## src/rtl/alu_cmd_master_if.sv

```systemverilog
// Bundle of request, ALU-side and response signals for the ALU command master.
// The master modport is the initiator's view; slave is the source/ALU/consumer side.
interface alu_cmd_master_if #(
  parameter int DATA_WIDTH = 8,
  parameter int OPC_W      = 3
);
  logic                  cmd_valid;
  logic                  cmd_ready;
  logic [OPC_W-1:0]      cmd_op;
  logic [DATA_WIDTH-1:0] cmd_a;
  logic [DATA_WIDTH-1:0] cmd_b;
  logic                  opcode_valid;
  logic                  opcode;
  logic [DATA_WIDTH-1:0] data;
  logic                  done;
  logic [DATA_WIDTH-1:0] result;
  logic                  overflow;
  logic                  rsp_valid;
  logic [DATA_WIDTH-1:0] rsp_result;
  logic                  rsp_overflow;
  logic                  rsp_timeout;
  logic                  err_spurious;

  modport master (
    input  cmd_valid, cmd_op, cmd_a, cmd_b, done, result, overflow,
    output cmd_ready, opcode_valid, opcode, data,
           rsp_valid, rsp_result, rsp_overflow, rsp_timeout, err_spurious
  );

  modport slave (
    output cmd_valid, cmd_op, cmd_a, cmd_b, done, result, overflow,
    input  cmd_ready, opcode_valid, opcode, data,
           rsp_valid, rsp_result, rsp_overflow, rsp_timeout, err_spurious
  );
endinterface

```

## src/rtl/alu_cmd_master.sv

```systemverilog
// ALU command initiator: accepts one command, serializes the opcode LSB first with
// operands on the data bus, waits for done (or times out) and emits a one-cycle response.
module alu_cmd_master #(
  parameter int DATA_WIDTH = 8,
  parameter int OPC_W      = 3,
  parameter int TIMEOUT    = 16
) (
  input  logic              clk,
  input  logic              reset_n,
  alu_cmd_master_if.master  bus
);

  localparam int BCW = $clog2(OPC_W);
  localparam int WCW = (TIMEOUT > 1) ? $clog2(TIMEOUT) : 1;
  localparam logic [BCW-1:0] LAST_BIT  = BCW'(OPC_W - 1);
  localparam logic [WCW-1:0] LAST_WAIT = WCW'(TIMEOUT - 1);

  typedef enum logic [1:0] {IDLE, SEND, WAIT, RESP} state_t;

  state_t                state, state_nxt;
  logic [OPC_W-1:0]      op_q, op_nxt;
  logic [DATA_WIDTH-1:0] a_q, a_nxt;
  logic [DATA_WIDTH-1:0] b_q, b_nxt;
  logic [BCW-1:0]        bit_cnt, bit_nxt, bit_inc;
  logic [WCW-1:0]        wait_cnt, wait_nxt;

  logic                  cmd_ready_nxt;
  logic                  opcode_valid_nxt;
  logic                  opcode_nxt;
  logic [DATA_WIDTH-1:0] data_nxt;
  logic                  rsp_valid_nxt;
  logic [DATA_WIDTH-1:0] rsp_result_nxt;
  logic                  rsp_overflow_nxt;
  logic                  rsp_timeout_nxt;
  logic                  err_spurious_nxt;

  always_ff @(posedge clk or negedge reset_n) begin
    if (!reset_n) begin
      state            <= IDLE;
      op_q             <= '0;
      a_q              <= '0;
      b_q              <= '0;
      bit_cnt          <= '0;
      wait_cnt         <= '0;
      bus.cmd_ready    <= 1'b1;
      bus.opcode_valid <= 1'b0;
      bus.opcode       <= 1'b0;
      bus.data         <= '0;
      bus.rsp_valid    <= 1'b0;
      bus.rsp_result   <= '0;
      bus.rsp_overflow <= 1'b0;
      bus.rsp_timeout  <= 1'b0;
      bus.err_spurious <= 1'b0;
    end else begin
      state            <= state_nxt;
      op_q             <= op_nxt;
      a_q              <= a_nxt;
      b_q              <= b_nxt;
      bit_cnt          <= bit_nxt;
      wait_cnt         <= wait_nxt;
      bus.cmd_ready    <= cmd_ready_nxt;
      bus.opcode_valid <= opcode_valid_nxt;
      bus.opcode       <= opcode_nxt;
      bus.data         <= data_nxt;
      bus.rsp_valid    <= rsp_valid_nxt;
      bus.rsp_result   <= rsp_result_nxt;
      bus.rsp_overflow <= rsp_overflow_nxt;
      bus.rsp_timeout  <= rsp_timeout_nxt;
      bus.err_spurious <= err_spurious_nxt;
    end
  end

  // Outputs are registered, so each branch computes what the next state must present.
  always_comb begin
    state_nxt        = state;
    op_nxt           = op_q;
    a_nxt            = a_q;
    b_nxt            = b_q;
    bit_nxt          = bit_cnt;
    wait_nxt         = wait_cnt;
    bit_inc          = bit_cnt + 1'b1;
    opcode_valid_nxt = 1'b0;
    opcode_nxt       = 1'b0;
    data_nxt         = '0;
    rsp_valid_nxt    = 1'b0;
    rsp_result_nxt   = bus.rsp_result;
    rsp_overflow_nxt = bus.rsp_overflow;
    rsp_timeout_nxt  = bus.rsp_timeout;
    err_spurious_nxt = bus.err_spurious | (bus.done && (state != WAIT));

    case (state)
      IDLE: begin
        if (bus.cmd_valid && bus.cmd_ready) begin
          op_nxt           = bus.cmd_op;
          a_nxt            = bus.cmd_a;
          b_nxt            = bus.cmd_b;
          bit_nxt          = '0;
          state_nxt        = SEND;
          opcode_valid_nxt = 1'b1;
          opcode_nxt       = bus.cmd_op[0];
          data_nxt         = bus.cmd_a;
        end
      end
      SEND: begin
        if (bit_cnt == LAST_BIT) begin
          state_nxt = WAIT;
          wait_nxt  = '0;
        end else begin
          bit_nxt          = bit_inc;
          opcode_valid_nxt = 1'b1;
          opcode_nxt       = op_q[bit_inc];
          data_nxt         = (bit_inc == BCW'(1)) ? b_q : '0;
        end
      end
      WAIT: begin
        // done takes priority over the timeout boundary
        if (bus.done) begin
          state_nxt        = RESP;
          rsp_valid_nxt    = 1'b1;
          rsp_result_nxt   = bus.result;
          rsp_overflow_nxt = bus.overflow;
          rsp_timeout_nxt  = 1'b0;
        end else if (wait_cnt == LAST_WAIT) begin
          state_nxt        = RESP;
          rsp_valid_nxt    = 1'b1;
          rsp_result_nxt   = '0;
          rsp_overflow_nxt = 1'b0;
          rsp_timeout_nxt  = 1'b1;
        end else begin
          wait_nxt = wait_cnt + 1'b1;
        end
      end
      RESP: begin
        state_nxt = IDLE;
      end
      default: begin
        state_nxt = IDLE;
      end
    endcase

    cmd_ready_nxt = (state_nxt == IDLE);
  end

endmodule

```

## src/flat_wrapper.sv

```systemverilog
// flat-port wrapper written by rule: the top's interface ports become plain ports
module alu_cmd_master_flat 
#(
  parameter int DATA_WIDTH = 8,
  parameter int OPC_W      = 3,
  parameter int TIMEOUT    = 16
)
  (clk, reset_n, bus_cmd_valid, bus_cmd_op, bus_cmd_a, bus_cmd_b, bus_done, bus_result, bus_overflow, bus_cmd_ready, bus_opcode_valid, bus_opcode, bus_data, bus_rsp_valid, bus_rsp_result, bus_rsp_overflow, bus_rsp_timeout, bus_err_spurious);
  alu_cmd_master_if #(.DATA_WIDTH(DATA_WIDTH), .OPC_W(OPC_W)) bus_i ();
  input  logic clk;
  input  logic reset_n;
  input wire logic [$bits(bus_i.cmd_valid)-1:0] bus_cmd_valid;
  input wire logic [$bits(bus_i.cmd_op)-1:0] bus_cmd_op;
  input wire logic [$bits(bus_i.cmd_a)-1:0] bus_cmd_a;
  input wire logic [$bits(bus_i.cmd_b)-1:0] bus_cmd_b;
  input wire logic [$bits(bus_i.done)-1:0] bus_done;
  input wire logic [$bits(bus_i.result)-1:0] bus_result;
  input wire logic [$bits(bus_i.overflow)-1:0] bus_overflow;
  output wire logic [$bits(bus_i.cmd_ready)-1:0] bus_cmd_ready;
  output wire logic [$bits(bus_i.opcode_valid)-1:0] bus_opcode_valid;
  output wire logic [$bits(bus_i.opcode)-1:0] bus_opcode;
  output wire logic [$bits(bus_i.data)-1:0] bus_data;
  output wire logic [$bits(bus_i.rsp_valid)-1:0] bus_rsp_valid;
  output wire logic [$bits(bus_i.rsp_result)-1:0] bus_rsp_result;
  output wire logic [$bits(bus_i.rsp_overflow)-1:0] bus_rsp_overflow;
  output wire logic [$bits(bus_i.rsp_timeout)-1:0] bus_rsp_timeout;
  output wire logic [$bits(bus_i.err_spurious)-1:0] bus_err_spurious;
  assign bus_i.cmd_valid = bus_cmd_valid;
  assign bus_i.cmd_op = bus_cmd_op;
  assign bus_i.cmd_a = bus_cmd_a;
  assign bus_i.cmd_b = bus_cmd_b;
  assign bus_i.done = bus_done;
  assign bus_i.result = bus_result;
  assign bus_i.overflow = bus_overflow;
  assign bus_cmd_ready = bus_i.cmd_ready;
  assign bus_opcode_valid = bus_i.opcode_valid;
  assign bus_opcode = bus_i.opcode;
  assign bus_data = bus_i.data;
  assign bus_rsp_valid = bus_i.rsp_valid;
  assign bus_rsp_result = bus_i.rsp_result;
  assign bus_rsp_overflow = bus_i.rsp_overflow;
  assign bus_rsp_timeout = bus_i.rsp_timeout;
  assign bus_err_spurious = bus_i.err_spurious;
  alu_cmd_master #(.DATA_WIDTH(DATA_WIDTH), .OPC_W(OPC_W), .TIMEOUT(TIMEOUT)) u_core (.clk(clk), .reset_n(reset_n), .bus(bus_i));
endmodule
```

## config.mk

```make
export PLATFORM = sky130hd
export DESIGN_NAME = alu_cmd_master_flat
export DESIGN_NICKNAME = d
export VERILOG_FILES = /design/src/rtl/alu_cmd_master_if.sv /design/src/rtl/alu_cmd_master.sv /design/src/flat_wrapper.sv
export SDC_FILE = /design/constraint.sdc
export NUM_CORES = 1
export LEC_CHECK = 0
export BUFFER_PORTS_ARGS = -buffer_cell sky130_fd_sc_hd__buf_2
export CAP_MARGIN = 0
export CORE_UTILIZATION = 40
export CTS_BUF_LIST = sky130_fd_sc_hd__clkbuf_4 sky130_fd_sc_hd__clkbuf_8
export DETAILED_ROUTE_END_ITERATION = 8
export GPL_TIMING_DRIVEN = 0
export PLACE_DENSITY = 0.72
export SLEW_MARGIN = 20
export SYNTH_ARGS = -nofsm -noshare
export SYNTH_HDL_FRONTEND = slang
export SYNTH_SLANG_ARGS = --single-unit
```

## constraint.sdc

```tcl
create_clock -name clk -period 1.6 [get_ports clk]
set_input_delay 0.08 -clock clk [delete_from_list [all_inputs] [get_ports clk]]
set_output_delay 0.08 -clock clk [all_outputs]
set_load 0.005 [all_outputs]
```

==> results.toml, run 1 <==
[status]
status = "finished, final reports clean"

[timing]
setup_tns_ns = 0
hold_viol = 0
finClkSkew_ns = 0.00434
rsz0062_at_grt = "no"
tightest_slew_ns = 0.895
fmax_mhz = 671
hold_ws_ns = 0.00649
slew_violations = 0
finalSetupViolCount = 0
fin_crit_ns = 1.49
period_share_pct = 93.2
slew_headroom_pct = 40.3

[cts]
cts_buffers = 5
clk_pin_slew_ns = 0.08
cts.sinks = 42
cts-root-buf = "clkbuf_8"
htree_num_levels = 2
clk_latency_ns = 0.29
cts_tree = "yes"
clockBufferDepth = 2

[routing]
drtIter0Drc = 84
vias = 1271
routedWlPerCell_um = 14.1
routed_via_density = 5.06
wl_mm = 3.55
drc = 0
first_pass_iters = 4
ant_nets = 0

[synthesis]
synth_area_leaders = "dfrtp_1 (57%), a22o_1 (9.8%), mux2_4 (8.4%)"
avgSynthCellArea_um2 = 13.4
syn_inst = 134
synth_top_area_share_pct = 57.3
netlist_area_um2 = 1790
synth_cell_types = 33
ys_ff_latch = 42
seq_area_frac_synth_pct = 58.7
syn_nets = 169
ys_warn_count = 0
yosysTopAreaCell = "dfrtp_1"

[setup_path]
cp.arrival_ns = 1.67
crit_type = "register to register"
worstPathRequired_ns = 1.78
crit_fanout = 8
critPathLaunchType = "register"
critPathCaptureType = "register"

[floorplan]
rows = 23
die_y_um = 68.9
die-area_um2 = 4750
die_w_um = 68.9
core_um2 = 4140
io_pins = 55
start_util_pct = 43.2

[layout]
final_util_pct = 55.1
drive_gt1_share_pct = 44.8
antennaDiodeCount = 0
final_cell_mix = "buf_2 (60), dfrtp_1 (41), a22o_1 (20), mux2_4 (10)"
areaGrowthSynthToFinish_pct = 27.4
fillCellCount = 381
layout.nets = 235
final_common_cell = "buf_2"
fin_cells = 251

[power]
peakVddDrop_mv = 0.524
total_power_mw = 3.98
p_leak_nw = 1.17
p_per_area_nw_per_um2 = 1740

[global_route]
grt_pass1_vias = 1185
overflow = 0
grt_max_degree = 43
grt_pass1_wl_mm = 5.49
antenna_found_initial = 0
grt.total_usage_pct = 16.3

[run]
drv_cap = 0

[place]
hpwl_mm = 2.55
dpl.cell_count = 238
gp_congestion = 0.765
numPortBuffers = 54

[worst_hold_path]
min_path_type = "primary input to register"
-- cell usage after synthesis, drive strengths merged --
| library cell | n |
|---|---|
| and2 | 1 |
| o31ai | 1 |
| dfrtp | 41 |
| mux2 | 13 |
| ha | 3 |
| and4b | 1 |
| dfstp | 1 |
| or2 | 1 |
| a21boi | 2 |
| and4bb | 2 |
| a21oi | 7 |
| nand2b | 3 |
| nor2 | 4 |
| nand3b | 1 |
| a311oi | 2 |
| a22o | 20 |
| a31oi | 2 |
| and2b | 1 |
| nand2 | 7 |
| a221oi | 1 |
| a41oi | 1 |
| o21ai | 1 |
| o211a | 1 |
| nor3 | 1 |
| buf | 7 |
| inv | 6 |
| a211o | 1 |
| a21o | 1 |
| and3 | 1 |
-- registers in the layout, summed over array words and instances, names as in the netlist --
| signal | count |
|---|---|
| u_core.bus.opcode_valid | 1 |
| u_core.bus.rsp_timeout | 1 |
| u_core.bus.data | 8 |
| u_core.bus.opcode | 1 |
| u_core.bit_cnt | 2 |
| u_core.state | 2 |
| u_core.bus.err_spurious | 1 |
| u_core.bus.rsp_overflow | 1 |
| u_core.bus.cmd_ready | 1 |
| u_core.bus.rsp_result | 8 |
| u_core.wait_cnt | 4 |
| u_core.op_q | 3 |
| u_core.b_q | 8 |
| u_core.bus.rsp_valid | 1 |
-- power breakdown --
group	switching (mW)	total [mW]	internal [mW]	leakage, nW
registers	0.267	1.78	1.52	0.528
logic	0.627	1.49	0.865	0.592
clock network	0.359	0.705	0.347	0.0472
-- critical path: stages (launching register included) --
cell     delay (ns)
dfrtp_1        0.41
inv_1          0.12
ha_2           0.25
nor2_2         0.06
and3_1         0.17
buf_2          0.17
a22o_1         0.19
-- through the flow --
step	cell area (µm²)	setup slack [ns]
floorplan	1790	0.196
CTS	2260	0.0112
global route	2280	0.0225
finish	2280	0.110
global placement	2120	-0.0235
detailed placement	2120	-0.0381
-- routing by layer --
metal	vias up	track usage, %	part of all wire [%]
li1	626	-	-
met1	609	21.3	45
met2	30	24.5	48
met3	6	5.26	5.0
met4	0	6.89	1.7
met5	-	0	0
-- layout make-up --
type / instances / area (µm²) / area share (%)
inverters: 6 / 22.5 / 0.986
flip-flops and latches: 42 / 1050 / 46.1
well taps: 50 / 62.6 / 2.74
multi-input cells: 79 / 692 / 30.3
plain buffers: 7 / 41.3 / 1.81
repair buffers: 59 / 318 / 13.9
clock inverters: 2 / 12.5 / 0.548
clock buffers: 6 / 82.6 / 3.62
-- worst paths after layout --
kind,slack [ns],cells past startpoint,to,from
worst min register to register,0.45,1,u_core.bus.err_spurious,u_core.bus.err_spurious
worst max-delay path,0.11,6,u_core.bus.data[2],u_core.bit_cnt[0]
min in group asynchronous,0.45,2,u_core.bus.err_spurious,reset_n
worst min-delay path,0.006,2,u_core.bus.data[0],bus_cmd_a[0]
worst max register to register,0.11,6,u_core.bus.data[2],u_core.bit_cnt[0]
max in group asynchronous,0.59,2,u_core.bus.rsp_result[1],reset_n
-- timing repair --
item / in CTS / in global routing
endpoints found under the hold margin: 43 / 1
hold buffers: 3 / 1
resized for setup: 1 / 3
pin swaps: 0 / 1
setup buffers: 0 / 1
endpoints found under the setup margin: 9 / 18
-- cell families after synthesis --
| kind of cell | count (synthesis) | share of synthesized area, % |
|---|---|---|
| flip-flops | 42 | 58.7 |
| multiplexers | 13 | 10.3 |
| AO/OA/AOI/OAI | 40 | 17.7 |
| AND/OR/NAND/NOR | 23 | 7.61 |
| buffers and inverters | 13 | 3.56 |
| adder cells (fa/ha/maj) | 3 | 2.10 |
(Power assumes the default switching activity.)
==> run 2, diff against run 1 <==
--- a/config.mk
+++ b/config.mk
@@ -7,11 +7,13 @@
 export LEC_CHECK = 0
 export BUFFER_PORTS_ARGS = -buffer_cell sky130_fd_sc_hd__buf_2
 export CAP_MARGIN = 0
-export CORE_UTILIZATION = 40
+export CELL_PAD_IN_SITES_DETAIL_PLACEMENT = 1
+export CELL_PAD_IN_SITES_GLOBAL_PLACEMENT = 2
+export CORE_UTILIZATION = 34
 export CTS_BUF_LIST = sky130_fd_sc_hd__clkbuf_4 sky130_fd_sc_hd__clkbuf_8
 export DETAILED_ROUTE_END_ITERATION = 8
 export GPL_TIMING_DRIVEN = 0
-export PLACE_DENSITY = 0.72
+export PLACE_DENSITY = 0.88
 export SLEW_MARGIN = 20
 export SYNTH_ARGS = -nofsm -noshare
 export SYNTH_HDL_FRONTEND = slang
==> results.toml, run 2 (synthesized netlist as in run 1, its figures left out) <==
[layout]
layout.nets = 236
drive_gt1_share_pct = 44.1
stdcell_area_um2 = 2350
fin_cells = 272
areaGrowthSynthToFinish_pct = 31.3
fillCellCount = 581
antennaDiodeCount = 0
largestRegisters = "u_core.b_q (8), u_core.bus.data (8), u_core.bus.rsp_result (8)"
final_common_cell = "buf_2"
multi_input_area_um2 = 702
final_cell_mix = "buf_2 (59), dfrtp_1 (41), a22o_1 (20), mux2_4 (10)"
seq_area_um2 = 1050

[timing]
fin_ws_ns = 0.0849
tightest_slew_ns = 0.908
period_share_pct = 94.7
hold_viol = 0
finClkSkew_ns = 0.00250
slew_violations = 0
fmax_mhz = 660
finalSetupViolCount = 0
slew_headroom_pct = 39.5
fin_crit_ns = 1.52
hold_ws_ns = 0.00929

[cts]
cts-root-buf = "clkbuf_8"
cts_buffers = 5
clk_pin_slew_ns = 0.08
clk_latency_ns = 0.29
clockBufferDepth = 2
cts.sinks = 42
cts_tree = "yes"
postCtsSetupRepairBufs = 0
htree_num_levels = 2

[place]
gp_congestion = 0.735
dpl.cell_count = 258
hpwl_mm = 2.83
dpl_cell_area_um2 = 2150
pre_cts_slack_ns = -0.000268
numPortBuffers = 54

[global_route]
grt_pass1_vias = 1354
grt_pass1_wl_mm = 6.36
antenna_found_initial = 0
grt.total_usage_pct = 15.9
grt_max_degree = 43
overflow = 0

[worst_hold_path]
min_path_type = "primary input to register"

[setup_path]
r2r_cells = 5
cp.arrival_ns = 1.70
crit_fanout = 10
worstReg2RegEnd = "u_core.bus.rsp_result[7]"
setup.worst_path.end = "u_core.bus.rsp_result[7]"
r2r_setup_slack_ns = 0.08
crit_type = "register to register"
critPathLaunchType = "register"
startpoint = "u_core.wait_cnt[0]"
worst_r2r_startpoint = "u_core.wait_cnt[0]"
critPathCaptureType = "register"
worstPathRequired_ns = 1.78

[routing]
vias = 1338
routedWlPerCell_um = 15.2
wl_mm = 4.13
ant_nets = 0
drtIter0Drc = 44
first_pass_iters = 4
drc = 0
routed_via_density = 4.92

[floorplan]
start_util_pct = 35.3
die-area_um2 = 5560
core_um2 = 5070
die_y_um = 74.6
rows = 26
die_w_um = 74.6
io_pins = 55

[power]
peakVddDrop_mv = 0.614
p_per_area_nw_per_um2 = 1780
total_power_mw = 4.19
p_leak_nw = 1.18

[status]
status = "finished, final reports clean"

[run]
drv_cap = 0
==> run 2: cell count changes in the layout (fill, tap and decap cells not counted) <==
cell	delta
dlygate4sd3_1	+2
clkbuf_4	+2
clkbuf_8	-1
bufinv_16	+1
ha_4	+1
ha_2	-1
clkinv_2	-1
buf_2	-1
buf_4	-1
==> run 2: critical path: stages, from the launching register on <==
cell and delay, ns:
dfrtp_1 0.42, ha_2 0.26, a31oi_4 0.13, nand2b_1 0.17
clkbuf_4 0.19, a22o_1 0.25
==> run 2: layer usage <==
metal,GRT usage [%],wire (µm),up-vias
li1,-,-,626
met1,19.2,1840,666
met2,26.7,1990,41
met3,3.25,211,5
met4,8.39,89,0
met5,0,0,-
==> run 2: timing repair <==
action                                  CTS  global route
hold buffers                              6             0
endpoints found under the setup margin   17            18
hold endpoints to repair                 46             0
resized for setup                         2             4
==> run 2: final cells by class <==
class / instances / share of cell area, %
sequential: 42 / 44.7
clock inverter: 2 / 1.60
tap: 70 / 3.72
buffer: 7 / 1.86
inverter: 6 / 0.957
timing repair buffer: 60 / 14.0
clock buffer: 6 / 3.24
multi-input combinational: 79 / 29.8
==> run 2: worst min path at each step <==
stage	startpoint	end	cells after the start
floorplan	reset_n	u_core.b_q[0]	0
global placement	reset_n	u_core.bus.rsp_result[3]	1
detailed placement	reset_n	u_core.bus.rsp_result[3]	1
CTS	bus_cmd_a[2]	u_core.bus.data[2]	2
global route	bus_cmd_a[2]	u_core.bus.data[2]	2
finish	bus_result[2]	u_core.bus.rsp_result[2]	2
==> run 2: stage by stage <==
stage / TNS (ns) / util (%)
after global routing: -0.00546 / 46.4
after floorplan: 0 / -
after global placement: 0 / 42.4
final: 0 / 46.4
after detailed placement: -0.000268 / 42.4
after CTS: 0 / 46.0
==> run 2: power by group <==
group / internal, mW / switching (mW)
Combinational: 0.878 / 0.672
Sequential: 1.52 / 0.276
Clock: 0.482 / 0.362
==> run 3, diff against run 2 <==
--- a/config.mk
+++ b/config.mk
@@ -9,6 +9,7 @@
 export CAP_MARGIN = 0
 export CELL_PAD_IN_SITES_DETAIL_PLACEMENT = 1
 export CELL_PAD_IN_SITES_GLOBAL_PLACEMENT = 2
+export CORE_ASPECT_RATIO = 0.9
 export CORE_UTILIZATION = 34
 export CTS_BUF_LIST = sky130_fd_sc_hd__clkbuf_4 sky130_fd_sc_hd__clkbuf_8
 export DETAILED_ROUTE_END_ITERATION = 8
==> results.toml, run 3 (synthesized netlist as in run 1, its figures left out) <==
[timing]
slew_violations = 0
hold_viol = 0
fmax_mhz = 670
fin_crit_ns = 1.49
tightest_slew_ns = 0.930
rsz0062_at_grt = "no"
finClkSkew_ns = 0.00724
setup_tns_ns = 0
period_share_pct = 93.2
finalSetupViolCount = 0
slew_headroom_pct = 38.0

[layout]
final_cell_mix = "buf_2 (60), dfrtp_1 (41), a22o_1 (20), mux2_4 (10)"
antennaDiodeCount = 0
drive_gt1_share_pct = 45.2
areaGrowthSynthToFinish_pct = 28.5
layout.nets = 233
largestRegisters = "u_core.b_q (8), u_core.bus.data (8), u_core.bus.rsp_result (8)"
fillCellCount = 570
final_common_cell = "buf_2"
fin_cells = 264

[power]
p_int_mw = 2.74
switching_share_pct = 32.2
p_leak_nw = 1.16
seq_power_share_pct = 44.3
p_per_area_nw_per_um2 = 1760
peakVddDrop_mv = 0.646
p_sw_mw = 1.30
total_power_mw = 4.05
p_comb_share_pct = 37.9
pwr-share-clk_pct = 17.8

[cts]
clk_latency_ns = 0.30
htree_num_levels = 2
cts-root-buf = "clkbuf_8"
cts.sinks = 42
clk_pin_slew_ns = 0.08
cts_buffers = 5
clockBufferDepth = 2
cts_tree = "yes"

[floorplan]
rows = 24
die_w_um = 78.5
die_y_um = 70.9
core_um2 = 4950
io_pins = 55
start_util_pct = 36.2
die-area_um2 = 5560

[routing]
drc = 0
vias = 1292
wl_mm = 3.96
ant_nets = 0
drtIter0Drc = 48
routed_via_density = 4.89
routedWlPerCell_um = 15.0
first_pass_iters = 4

[place]
dpl.cell_count = 253
hpwl_mm = 2.77
gp_congestion = 0.711
numPortBuffers = 54

[setup_path]
crit_fanout = 8
critPathSlowestCell = "dfrtp_1"
cp.arrival_ns = 1.68
path_cells = "inv_1 > ha_4 > nor2_2 > and3_1 > buf_2 > a22o_1"
critPathLaunchType = "register"
crit_type = "register to register"
worstPathRequired_ns = 1.79
cpPeakStageDelay_ns = 0.42
critPathCaptureType = "register"

[global_route]
grt.total_usage_pct = 15.6
use_met2_pct = 24.6
use_met1_pct = 20.7
antenna_found_initial = 0
busiest_layer = "met2"
grt_max_degree = 43
grt_pass1_vias = 1358
grt_pass1_wl_mm = 6.60
use_met3_pct = 2.97
overflow = 0

[worst_hold_path]
min_path_type = "primary input to register"

[status]
status = "finished, final reports clean"

[run]
drv_cap = 0
-- run 3: power groups by stage --
| stage | logic (mW) | registers [mW] | clock network, mW |
|---|---|---|---|
| finish | 1.53 | 1.79 | 0.721 |
| detailed placement | 1.51 | 1.80 | 0 |
| floorplan | 0.992 | 1.78 | 0 |
| CTS | 1.53 | 1.79 | 0.745 |
| global route | 1.72 | 1.86 | 0.777 |
| global placement | 1.47 | 1.78 | 0 |
-- run 3: repair_timing --
item / CTS / global route
hold buffers: 2 / 0
gates resized for setup: 2 / 4
pin swaps: 1 / 0
setup buffers: 0 / 1
setup endpoints to repair: 13 / 18
endpoints found under the hold margin: 42 / 0
-- run 3: layout make-up --
cell class	count	area, µm²	area share (%)
buffer	7	41.3	1.79
sequential	42	1050	45.7
clock inverter	2	12.5	0.543
timing repair buffer	57	298	12.9
clock buffer	6	82.6	3.59
inverter	6	22.5	0.978
tap	65	81.3	3.53
multi-input combinational	79	712	30.9
-- run 3: worst paths after layout --
kind                                          from                        to  slack [ns]  cells past startpoint
hold reg to reg            u_core.bus.err_spurious   u_core.bus.err_spurious        0.46                      1
min in group asynchronous                  reset_n   u_core.bus.opcode_valid        0.45                      2
setup reg to reg                 u_core.bit_cnt[0]        u_core.bus.data[5]        0.11                      6
max in group asynchronous                  reset_n  u_core.bus.rsp_result[5]        0.56                      2
setup / recovery                 u_core.bit_cnt[0]        u_core.bus.data[5]        0.11                      6
hold / removal                        bus_cmd_a[4]        u_core.bus.data[4]       0.003                      2
-- run 3: per-layer routing --
layer  up-vias  part of all wire, %
met3         7                  3.9
met2        31                   48
li1        625                    -
met1       629                   47
met5         -                    0
met4         0                  1.9
-- run 3: worst max-delay path: cells and delay by family, from the launching register on --
kind / cells / cell delay (ns)
compound gates: 1 / 0.20
buf+inv: 2 / 0.33
fa+ha+maj: 1 / 0.19
flops: 1 / 0.42
simple gates: 2 / 0.24
-- run 3: stage by stage --
stage | worst slack, ns | hold slack [ns] | util (%) | instance area, µm²
3_3_place_gp | -0.0136 | 0.274 | 43.3 | 2140
3_5_place_dp | -0.00663 | 0.277 | 43.3 | 2140
2_1_floorplan | 0.196 | -0.216 | - | 1790
5_1_grt | 0.0130 | 0.000547 | 46.5 | 2300
4_1_cts | 0.0164 | 0.000425 | 45.8 | 2270
6_report | 0.108 | 0.00299 | 46.5 | 2300
